--- src/rtl/dac_pkg.sv ---
// Shared definitions for the LTC2624-style DAC SPI link: command codes,
// frame field positions and the responder state encoding.
package dac_pkg;
    localparam int FRAME_BITS = 32;
    localparam int NUM_CH     = 4;
    localparam int DAC_W      = 12;

    localparam logic [3:0] CMD_WRITE            = 4'h0;
    localparam logic [3:0] CMD_UPDATE           = 4'h1;
    localparam logic [3:0] CMD_WRITE_UPDATE_ALL = 4'h2;
    localparam logic [3:0] CMD_WRITE_UPDATE     = 4'h3;
    localparam logic [3:0] CMD_NOP              = 4'hF;
    localparam logic [3:0] ADDR_ALL             = 4'hF;

    localparam int CMD_MSB  = 23;
    localparam int CMD_LSB  = 20;
    localparam int ADDR_MSB = 19;
    localparam int ADDR_LSB = 16;
    localparam int DATA_MSB = 15;
    localparam int DATA_LSB = 4;

    typedef enum logic [1:0] {
        ST_IDLE   = 2'd0,
        ST_SHIFT  = 2'd1,
        ST_DECODE = 2'd2
    } state_t;
endpackage

--- src/rtl/spi_edge_sync.sv ---
// Multi-stage synchronizer for one bus pin with registered rise/fall pulses.
// The level output is delayed to line up with the edge pulses.
module spi_edge_sync #(
    parameter int   STAGES  = 2,
    parameter logic RST_VAL = 1'b0
) (
    input  logic clk,
    input  logic rst_n,
    input  logic din,
    output logic dout,
    output logic rise,
    output logic fall
);
    logic [STAGES-1:0] sync_q;
    logic              prev;

    always_ff @(posedge clk or negedge rst_n) begin
        if (!rst_n) begin
            sync_q <= {STAGES{RST_VAL}};
            prev   <= RST_VAL;
            rise   <= 1'b0;
            fall   <= 1'b0;
        end else begin
            sync_q <= {sync_q[STAGES-2:0], din};
            prev   <= sync_q[STAGES-1];
            rise   <= sync_q[STAGES-1] & ~prev;
            fall   <= ~sync_q[STAGES-1] & prev;
        end
    end

    assign dout = prev;
endmodule

--- src/rtl/dac_spi_responder.sv ---
// Oversampling SPI responder modelling a quad 12-bit DAC: decodes 32-bit
// frames into per-channel input/DAC registers and echoes the last good frame.
module dac_spi_responder #(
    parameter int FRAME_BITS  = dac_pkg::FRAME_BITS,
    parameter int SYNC_STAGES = 2
) (
    input  logic        CLK50MHZ,
    input  logic        RST,
    input  logic        SPI_SCK,
    input  logic        DAC_CS,
    input  logic        SPI_MOSI,
    input  logic        DAC_CLR,
    output logic        DAC_OUT,
    output logic        frame_valid,
    output logic        frame_err,
    output logic [3:0]  cmd,
    output logic [3:0]  addr,
    output logic [11:0] data,
    output logic [11:0] dac_a,
    output logic [11:0] dac_b,
    output logic [11:0] dac_c,
    output logic [11:0] dac_d
);
    import dac_pkg::*;

    logic sck_lvl, sck_rise, sck_fall;
    logic cs_lvl, cs_rise, cs_fall;
    logic mosi_lvl, mosi_rise, mosi_fall;
    logic clr_n_lvl, clr_rise, clr_fall;
    logic sync_unused;

    spi_edge_sync #(.STAGES(SYNC_STAGES), .RST_VAL(1'b0)) u_sck (
        .clk(CLK50MHZ), .rst_n(RST), .din(SPI_SCK),
        .dout(sck_lvl), .rise(sck_rise), .fall(sck_fall));
    spi_edge_sync #(.STAGES(SYNC_STAGES), .RST_VAL(1'b1)) u_cs (
        .clk(CLK50MHZ), .rst_n(RST), .din(DAC_CS),
        .dout(cs_lvl), .rise(cs_rise), .fall(cs_fall));
    spi_edge_sync #(.STAGES(SYNC_STAGES), .RST_VAL(1'b0)) u_mosi (
        .clk(CLK50MHZ), .rst_n(RST), .din(SPI_MOSI),
        .dout(mosi_lvl), .rise(mosi_rise), .fall(mosi_fall));
    spi_edge_sync #(.STAGES(SYNC_STAGES), .RST_VAL(1'b1)) u_clr (
        .clk(CLK50MHZ), .rst_n(RST), .din(DAC_CLR),
        .dout(clr_n_lvl), .rise(clr_rise), .fall(clr_fall));

    assign sync_unused = ^{sck_lvl, cs_lvl, mosi_rise, mosi_fall, clr_rise, clr_fall};

    state_t                state, next_state;
    logic [5:0]            bit_cnt;
    logic [FRAME_BITS-1:0] rx_shift;
    logic [FRAME_BITS-1:0] echo;
    logic [FRAME_BITS-2:0] tx_shift;
    logic                  load_tx, do_decode, do_err, frame_ok;

    assign frame_ok = (bit_cnt == 6'(FRAME_BITS));

    always_ff @(posedge CLK50MHZ or negedge RST) begin
        if (!RST) state <= ST_IDLE;
        else      state <= next_state;
    end

    always_comb begin
        next_state = state;
        case (state)
            ST_IDLE:   if (cs_fall) next_state = ST_SHIFT;
            ST_SHIFT:  if (cs_rise) next_state = ST_DECODE;
            ST_DECODE: next_state = ST_IDLE;
            default:   next_state = ST_IDLE;
        endcase
    end

    always_comb begin
        load_tx   = (state == ST_IDLE) && cs_fall;
        do_decode = (state == ST_SHIFT) && cs_rise && frame_ok;
        do_err    = (state == ST_SHIFT) && cs_rise && !frame_ok;
    end

    // Echo is kept apart from the transmit shifter so a bad frame leaves it intact.
    always_ff @(posedge CLK50MHZ or negedge RST) begin
        if (!RST) begin
            bit_cnt     <= '0;
            rx_shift    <= '0;
            tx_shift    <= '0;
            echo        <= '0;
            DAC_OUT     <= 1'b0;
            frame_valid <= 1'b0;
            frame_err   <= 1'b0;
            cmd         <= '0;
            addr        <= '0;
            data        <= '0;
        end else begin
            frame_valid <= do_decode;
            frame_err   <= do_err;
            if (load_tx) begin
                bit_cnt  <= '0;
                tx_shift <= echo[FRAME_BITS-2:0];
                DAC_OUT  <= echo[FRAME_BITS-1];
            end else if (state == ST_SHIFT) begin
                if (sck_rise) begin
                    rx_shift <= {rx_shift[FRAME_BITS-2:0], mosi_lvl};
                    if (bit_cnt != 6'd63) bit_cnt <= bit_cnt + 6'd1;
                end
                if (sck_fall) begin
                    DAC_OUT  <= tx_shift[FRAME_BITS-2];
                    tx_shift <= {tx_shift[FRAME_BITS-3:0], 1'b0};
                end
            end
            if (do_decode) begin
                echo <= rx_shift;
                cmd  <= rx_shift[CMD_MSB:CMD_LSB];
                addr <= rx_shift[ADDR_MSB:ADDR_LSB];
                data <= rx_shift[DATA_MSB:DATA_LSB];
            end
        end
    end

    logic [3:0]                         f_cmd, f_addr;
    logic [DAC_W-1:0]                   f_data;
    logic                               addr_ok;
    logic [NUM_CH-1:0]                  ch_sel;
    logic [NUM_CH-1:0][DAC_W-1:0]       in_reg, dac_reg, in_nxt, dac_nxt;

    assign f_cmd   = rx_shift[CMD_MSB:CMD_LSB];
    assign f_addr  = rx_shift[ADDR_MSB:ADDR_LSB];
    assign f_data  = rx_shift[DATA_MSB:DATA_LSB];
    assign addr_ok = (f_addr < 4'(NUM_CH)) || (f_addr == ADDR_ALL);

    always_comb begin
        for (int ch = 0; ch < NUM_CH; ch++)
            ch_sel[ch] = (f_addr == 4'(ch)) || (f_addr == ADDR_ALL);
    end

    // Addresses outside A-D/ALL leave every register untouched.
    always_comb begin
        in_nxt  = in_reg;
        dac_nxt = dac_reg;
        if (do_decode && addr_ok) begin
            for (int ch = 0; ch < NUM_CH; ch++) begin
                case (f_cmd)
                    CMD_WRITE:            if (ch_sel[ch]) in_nxt[ch] = f_data;
                    CMD_UPDATE:           if (ch_sel[ch]) dac_nxt[ch] = in_reg[ch];
                    CMD_WRITE_UPDATE_ALL: begin
                        if (ch_sel[ch]) in_nxt[ch] = f_data;
                        dac_nxt[ch] = ch_sel[ch] ? f_data : in_reg[ch];
                    end
                    CMD_WRITE_UPDATE: begin
                        if (ch_sel[ch]) begin
                            in_nxt[ch]  = f_data;
                            dac_nxt[ch] = f_data;
                        end
                    end
                    default: ;
                endcase
            end
        end
    end

    always_ff @(posedge CLK50MHZ or negedge RST) begin
        if (!RST) begin
            in_reg  <= '0;
            dac_reg <= '0;
        end else if (!clr_n_lvl) begin
            in_reg  <= '0;
            dac_reg <= '0;
        end else begin
            in_reg  <= in_nxt;
            dac_reg <= dac_nxt;
        end
    end

    assign dac_a = dac_reg[0];
    assign dac_b = dac_reg[1];
    assign dac_c = dac_reg[2];
    assign dac_d = dac_reg[3];
endmodule

--- config.mk ---
export PLATFORM = sky130hd
export DESIGN_NAME = dac_spi_responder
export DESIGN_NICKNAME = d
export VERILOG_FILES = /design/src/rtl/dac_pkg.sv /design/src/rtl/spi_edge_sync.sv /design/src/rtl/dac_spi_responder.sv
export SDC_FILE = /design/constraint.sdc
export NUM_CORES = 1
export LEC_CHECK = 0
export CORE_AREA = 2 2 119 150
export DETAILED_ROUTE_END_ITERATION = 10
export DIE_AREA = 0 0 121 152
export PLACE_DENSITY = 0.75
export SYNTH_ARGS = -nofsm -noshare
export SYNTH_HDL_FRONTEND = slang
export SYNTH_SLANG_ARGS = --single-unit
export TNS_END_PERCENT = 30
--- constraint.sdc ---
create_clock -name CLK50MHZ -period 2.6 [get_ports CLK50MHZ]
set_input_delay 0.52 -clock CLK50MHZ [delete_from_list [all_inputs] [get_ports CLK50MHZ]]
set_output_delay 0.52 -clock CLK50MHZ [all_outputs]
set_load 0.01 [all_outputs]
Word-level counts from Yosys, hierarchy flattened
Index checks and enable logic that the tools add are counted.
Cells by class
  $add $sub $neg: 1
  magnitude comparators: 1
  equality and inequality tests: 23
  multiplexer cells: 37
  bitwise logic cells: 9
  reductions and logical operators: 28
Operator list (number)
  $mux W12: 16
  $mux W48: 4
  $pmux W12 S3: 4
  $mux W31: 3
  $mux W6: 4
  $ne A3 B3 Y1 const B: 8
  $eq A4 B2 Y1 const B: 4
  $reduce_and A4 Y1: 4
  $eq A4 B1 Y1 const B: 2
  $logic_not A4 Y1: 2
  $reduce_bool A2 Y1: 4
  $add A6 B1 Y6 const B: 1
  $eq A6 B6 Y1 const B: 1
  $ne A6 B6 Y1 const B: 1
  $reduce_and A2 Y1: 3
  $reduce_and A3 Y1: 2
  $logic_and A1 B1 Y1: 5
  $logic_or A1 B1 Y1: 5
  $not A1 Y1: 5
  $and A1 B1 Y1: 4
  $eq A4 B4 Y1 const B: 1
  $lt A4 B3 Y1 const B: 1
  $mux W2: 2
  $ne A2 B1 Y1 const B: 2
  8 further kinds: 11
Storage, ports and cells
  bits in registers: 238
  input port bits: 6
  output and inout bits: 71
  word-level logic and storage cells: 130

Depth between registers and ports, before layout
  word-level depth: 6
  depth in mapped cells: 9

Modules after synthesis
A second synthesis with hierarchy kept.
Unflattened totals
  cell total of the unflattened synthesis: 717
  area total of the unflattened synthesis: 9275.1 um2
By module, submodules not included
  dac_spi_responder: times used 1, cells each 689, area each 8707.1 um2
  spi_edge_sync at u_clr ...: times used 2, cells each 7, area each 143.9 um2
  spi_edge_sync at u_mosi ...: times used 2, cells each 7, area each 140.1 um2

Least setup slack after synthesis
Ideal clock, no wire load.
  kind: register to register
  start point: register bit_cnt[2]
  end point: register addr[0]
  library setup time: 0.125 ns
  arrival time: 1.737 ns
  required time: 2.475 ns
  slack: 0.738 ns
  cell stages (with the launch flop): 7
  cell sequence: dfrtp_1 > buf_6 > or3_4 > nor3_4 > buf_6 > buf_2 > mux2_2
On the way
  cells in the longest elaborated chain, start to end: 2
Ends and longest elaborated chain
  start: declaration: line dac_spi_responder.sv:48  | logic [5:0] bit_cnt;
  start signal: assignment: line dac_spi_responder.sv:100  | if (bit_cnt != 6'd63) bit_cnt <= bit_cnt + 6'd1;
  $eq A6 B6 Y1: line dac_spi_responder.sv:54  | assign frame_ok = (bit_cnt == 6'(FRAME_BITS));
  $logic_and A1 B1 Y1: line dac_spi_responder.sv:73  | do_decode = (state == ST_SHIFT) && cs_rise && frame_ok;
  end signal: assignment: line dac_spi_responder.sv:110  | addr <= rx_shift[ADDR_MSB:ADDR_LSB];
  end: declaration: line dac_spi_responder.sv:17  | output logic [3:0] addr,
No other way between the ends.
A chain may end at the register's enable or synchronous reset.

Worst setup path after layout
  start point: register bit_cnt[2]
  end point: register in_reg[15] in the netlist's numbering
On the way
  cells in the longest elaborated chain, start to end: 5
Ends and longest elaborated chain
  $eq A6 B6 Y1: line dac_spi_responder.sv:54
  $logic_and A1 B1 Y1: line dac_spi_responder.sv:73
  $logic_and A1 B1 Y1: line dac_spi_responder.sv:136  | if (do_decode && addr_ok) begin
  $ne A2 B2 Y1 (no source line)
  $reduce_and A2 Y1 (no source line)
  end signal: assignment: line dac_spi_responder.sv:165  | in_reg <= in_nxt;
  end: declaration: line dac_spi_responder.sv:120  | logic [NUM_CH-1:0][DAC_W-1:0] in_reg, dac_reg, in_nxt, dac_nxt;
No other way between the ends.

==> metrics.md <==
| Metric | Value |
|---|---|
| Status | complete, no violations |
| Post-synth EDFFs | 0 |
| Crit-path max cell delay | 0.46 ns |
| Post-synthesis xor/xnor area fraction | 0.00285 |
| Vias in the first global route | around 6100 |
| CP max FO | 12 |
| Yosys top cell area share | 0.576 |
| Total track usage | 0.214 |
| Family with the most delay on the worst path | simple AND/OR/NAND/NOR gates |
| ANT nets after route | 0 |
| Starting Density | 0.539 |
| Count of final setup violators | 0 |
| Area of the multi-input gates | 3250 um^2 |
| Diode count | 0 |
| CP required | roughly 3.0 ns |
| Synth area leaders | dfrtp_1 58%, mux2i_1 8.5%, mux2_2 7.5% |
| Deepest clock path buffer count | 3 |
| Site Rows | 54 |
| P&R area growth vs syn | 15.4% |
| F_max | 447 MHz |
| DP HPWL | between 10000 and 15000 um |
| Worst-path clk slew | 0.06 ns |
| Most common cell in the netlist | dfrtp_1 |
| Total Wirelength | approximately 19000 um |
| Clock Tree Root | clkbuf_16 |
| Crit path DAT | 2.62 ns |
| Insertion delay to the later sink of the worst-skew pair | just over 0.5 ns |
| Cell Area, Placed | 9930 um^2 |
| TritonCTS clock tree | yes |
| Via Count | between 5000 and 6000 |
| Largest register FFs | 48 |
| Post-Synth Adder-Cell Area | 0.00272 |
| CORE AREA | 17100 um^2 |
| Unrepaired setup endpoints after global routing | no |
| Slew headroom | 0.585 |
| Post-synth cell types | 40 |
| Clock sinks | 218 |
| Hold Buf Count CTS | 0 |
| Routed WL per cell | roughly 19 um |
| Die height | approximately 150 um |
| Post-synthesis simple-gate area fraction | 0.0557 |
| Pwr Total | roughly 7.2 mW |
| Pin count of the biggest net entering global routing | 67 |
| Share of cells above drive strength 1 | 0.168 |
| Setup crit start kind | flop |
| Layout net count | 762 |
| CP Capture Type | flop |
| Setup bufs post-CTS | 0 |
| Hold Fails Final Rpt | 0 |
| Vias per cell | 5.67 |
| Final Wtd Congestion | 0.792 |
| Post-synthesis compound-gate area fraction | 0.131 |
| # IOs | 77 |
| DRC errors left | 0 |
| H-tree level count | 1 |
| Syn_area_per_cell | about 13 um^2 |
| Pleak | between 4 and 5 nW |
| Syn Nets | 720 |
| Setup TNS | 0 ns |
| Buffers on Ports | 76 |
| Crit share post-route | 0.860 |
| Sequential share of the synthesized area | 0.593 |
| Storage cell area | 5460 um^2 |
| Cell accounting for the most synthesized area | dfrtp_1 |
| Total gr overflow | 0 |
| WP buf/inv | 0 |
| Register bit total from synthesis | between 200 and 250 |
| Power Density | 679 nW/um^2 |
| Fin crit period | 2.24 ns |
| Slew Viols, Final | 0 |
| Hold Crit Class | in2async |
| Post-Syn Instances | about 710 |
| Final Instance Area | 10600 um^2 |
| Max rail drop VDD | 502 uV |
| First-pass GRT wire length | 31900 um |
| Area of the mapped netlist | between 9000 and 10000 um^2 |
| Slew @ Worst Pin | ~0.62 ns |
| Most frequent cells after synthesis | 212 x dfrtp_1, 78 x mux2i_1, 67 x nand2_1, 61 x mux2_2, 48 x o2bb2ai_1 |
| Mux share of post-synthesis cell area | 0.159 |
| Post-cts resize count | 0 |
| Ys Warns | 0 |
| CTS buffer count | 22 |
| Chip width | 121 um |
| Die area | about 18000 um^2 |
| Main combinational cell family by area after synthesis | multiplexers |
| Post-synth top flop | dfrtp_1 |
| Filler instances | 1330 |
| CP cell instances | or3_4, nor3_4, nand3_1, o21a_1, a22o_1 |
| Final Util | 0.622 |
| Slowest stage cell, crit path | dfrtp_1 |
| Max-Cap Viols | 0 |
| Initial antenna violation count | 0 |
| Final Skew | 0.0210 ns |
| Asr flop ratio synth | 1.00 |
| Initial DRT Pass Iterations | 4 |
| WS Path Type | reg2reg |
| Initial DRC count | 392 |
layout make-up:
type | count | share of cell area
Clock buffer | 33 | 0.0585
Clock inverter | 6 | 0.00753
Inverter | 8 | 0.00282
Multi-Input combinational cell | 412 | 0.305
Sequential cell | 218 | 0.514
Tap cell | 224 | 0.0264
Timing Repair Buffer | 92 | 0.0855
kinds of logic (layout without fill, tap and decap cells):
logic type,Yosys count,in the layout
AND/OR/NAND/NOR,104,104
adder cells (fa/ha/maj),2,2
AO/OA/AOI/OAI,164,164
buffers and inverters,82,139
flip-flops,218,218
XOR/XNOR,3,3
multiplexers,139,139
per-layer routing:
layer,GRT usage,part of all wire,vias to the layer above
met4,0.0482,0.015,0
met2,0.362,0.51,136
met3,0.0353,0.047,24
met1,0.292,0.43,2857
li1,-,-,2609
met5,0,0,-
per-stage QoR:
stage	worst slack (ns)	std cells	hold slack, ns
6_report	0.365	993	0.0107
5_1_grt	0.223	993	0.0304
4_1_cts	0.370	993	0.0188
3_5_place_dp	0.408	954	0.337
3_3_place_gp	0.473	954	0.340
2_1_floorplan	0.738	712	0.224
power breakdown:
group	leakage [nW]	switching [mW]	internal, mW	total [mW]
Combinational	1.46	0.275	0.181	0.456
Clock	0.338	1.28	1.77	3.04
Sequential	2.99	0.170	3.55	3.72
Total	4.79	1.72	5.50	7.22
placed cells by master (no fill, tap or decap), drive strengths merged, types with 15 or more instances in the layout:
cell type / instances
clkbuf: 34
mux2i: 78
o21ai: 43
buf: 16
clkdlybuf4s50: 75
mux2: 61
a22o: 37
a21oi: 15
dfrtp: 212
o2bb2ai: 48
nand2: 68
final timing paths:
| kind | cells after the start | to | slack [ns] | from |
|---|---|---|---|---|
| max reg2reg | 5 | in_reg[15] | 0.36 | bit_cnt[2] |
| min | 1 | u_cs.fall | 0.01 | RST |
| min in group CLK50MHZ | 0 | u_mosi.dout | 0.35 | u_mosi.sync_q[1] |
| max | 5 | in_reg[15] | 0.36 | bit_cnt[2] |
| min reg2reg | 0 | u_mosi.dout | 0.35 | u_mosi.sync_q[1] |
| max in group asynchronous | 2 | u_clr.dout | 1.79 | RST |
No activity file was read; power rests on OpenSTA's default activity.
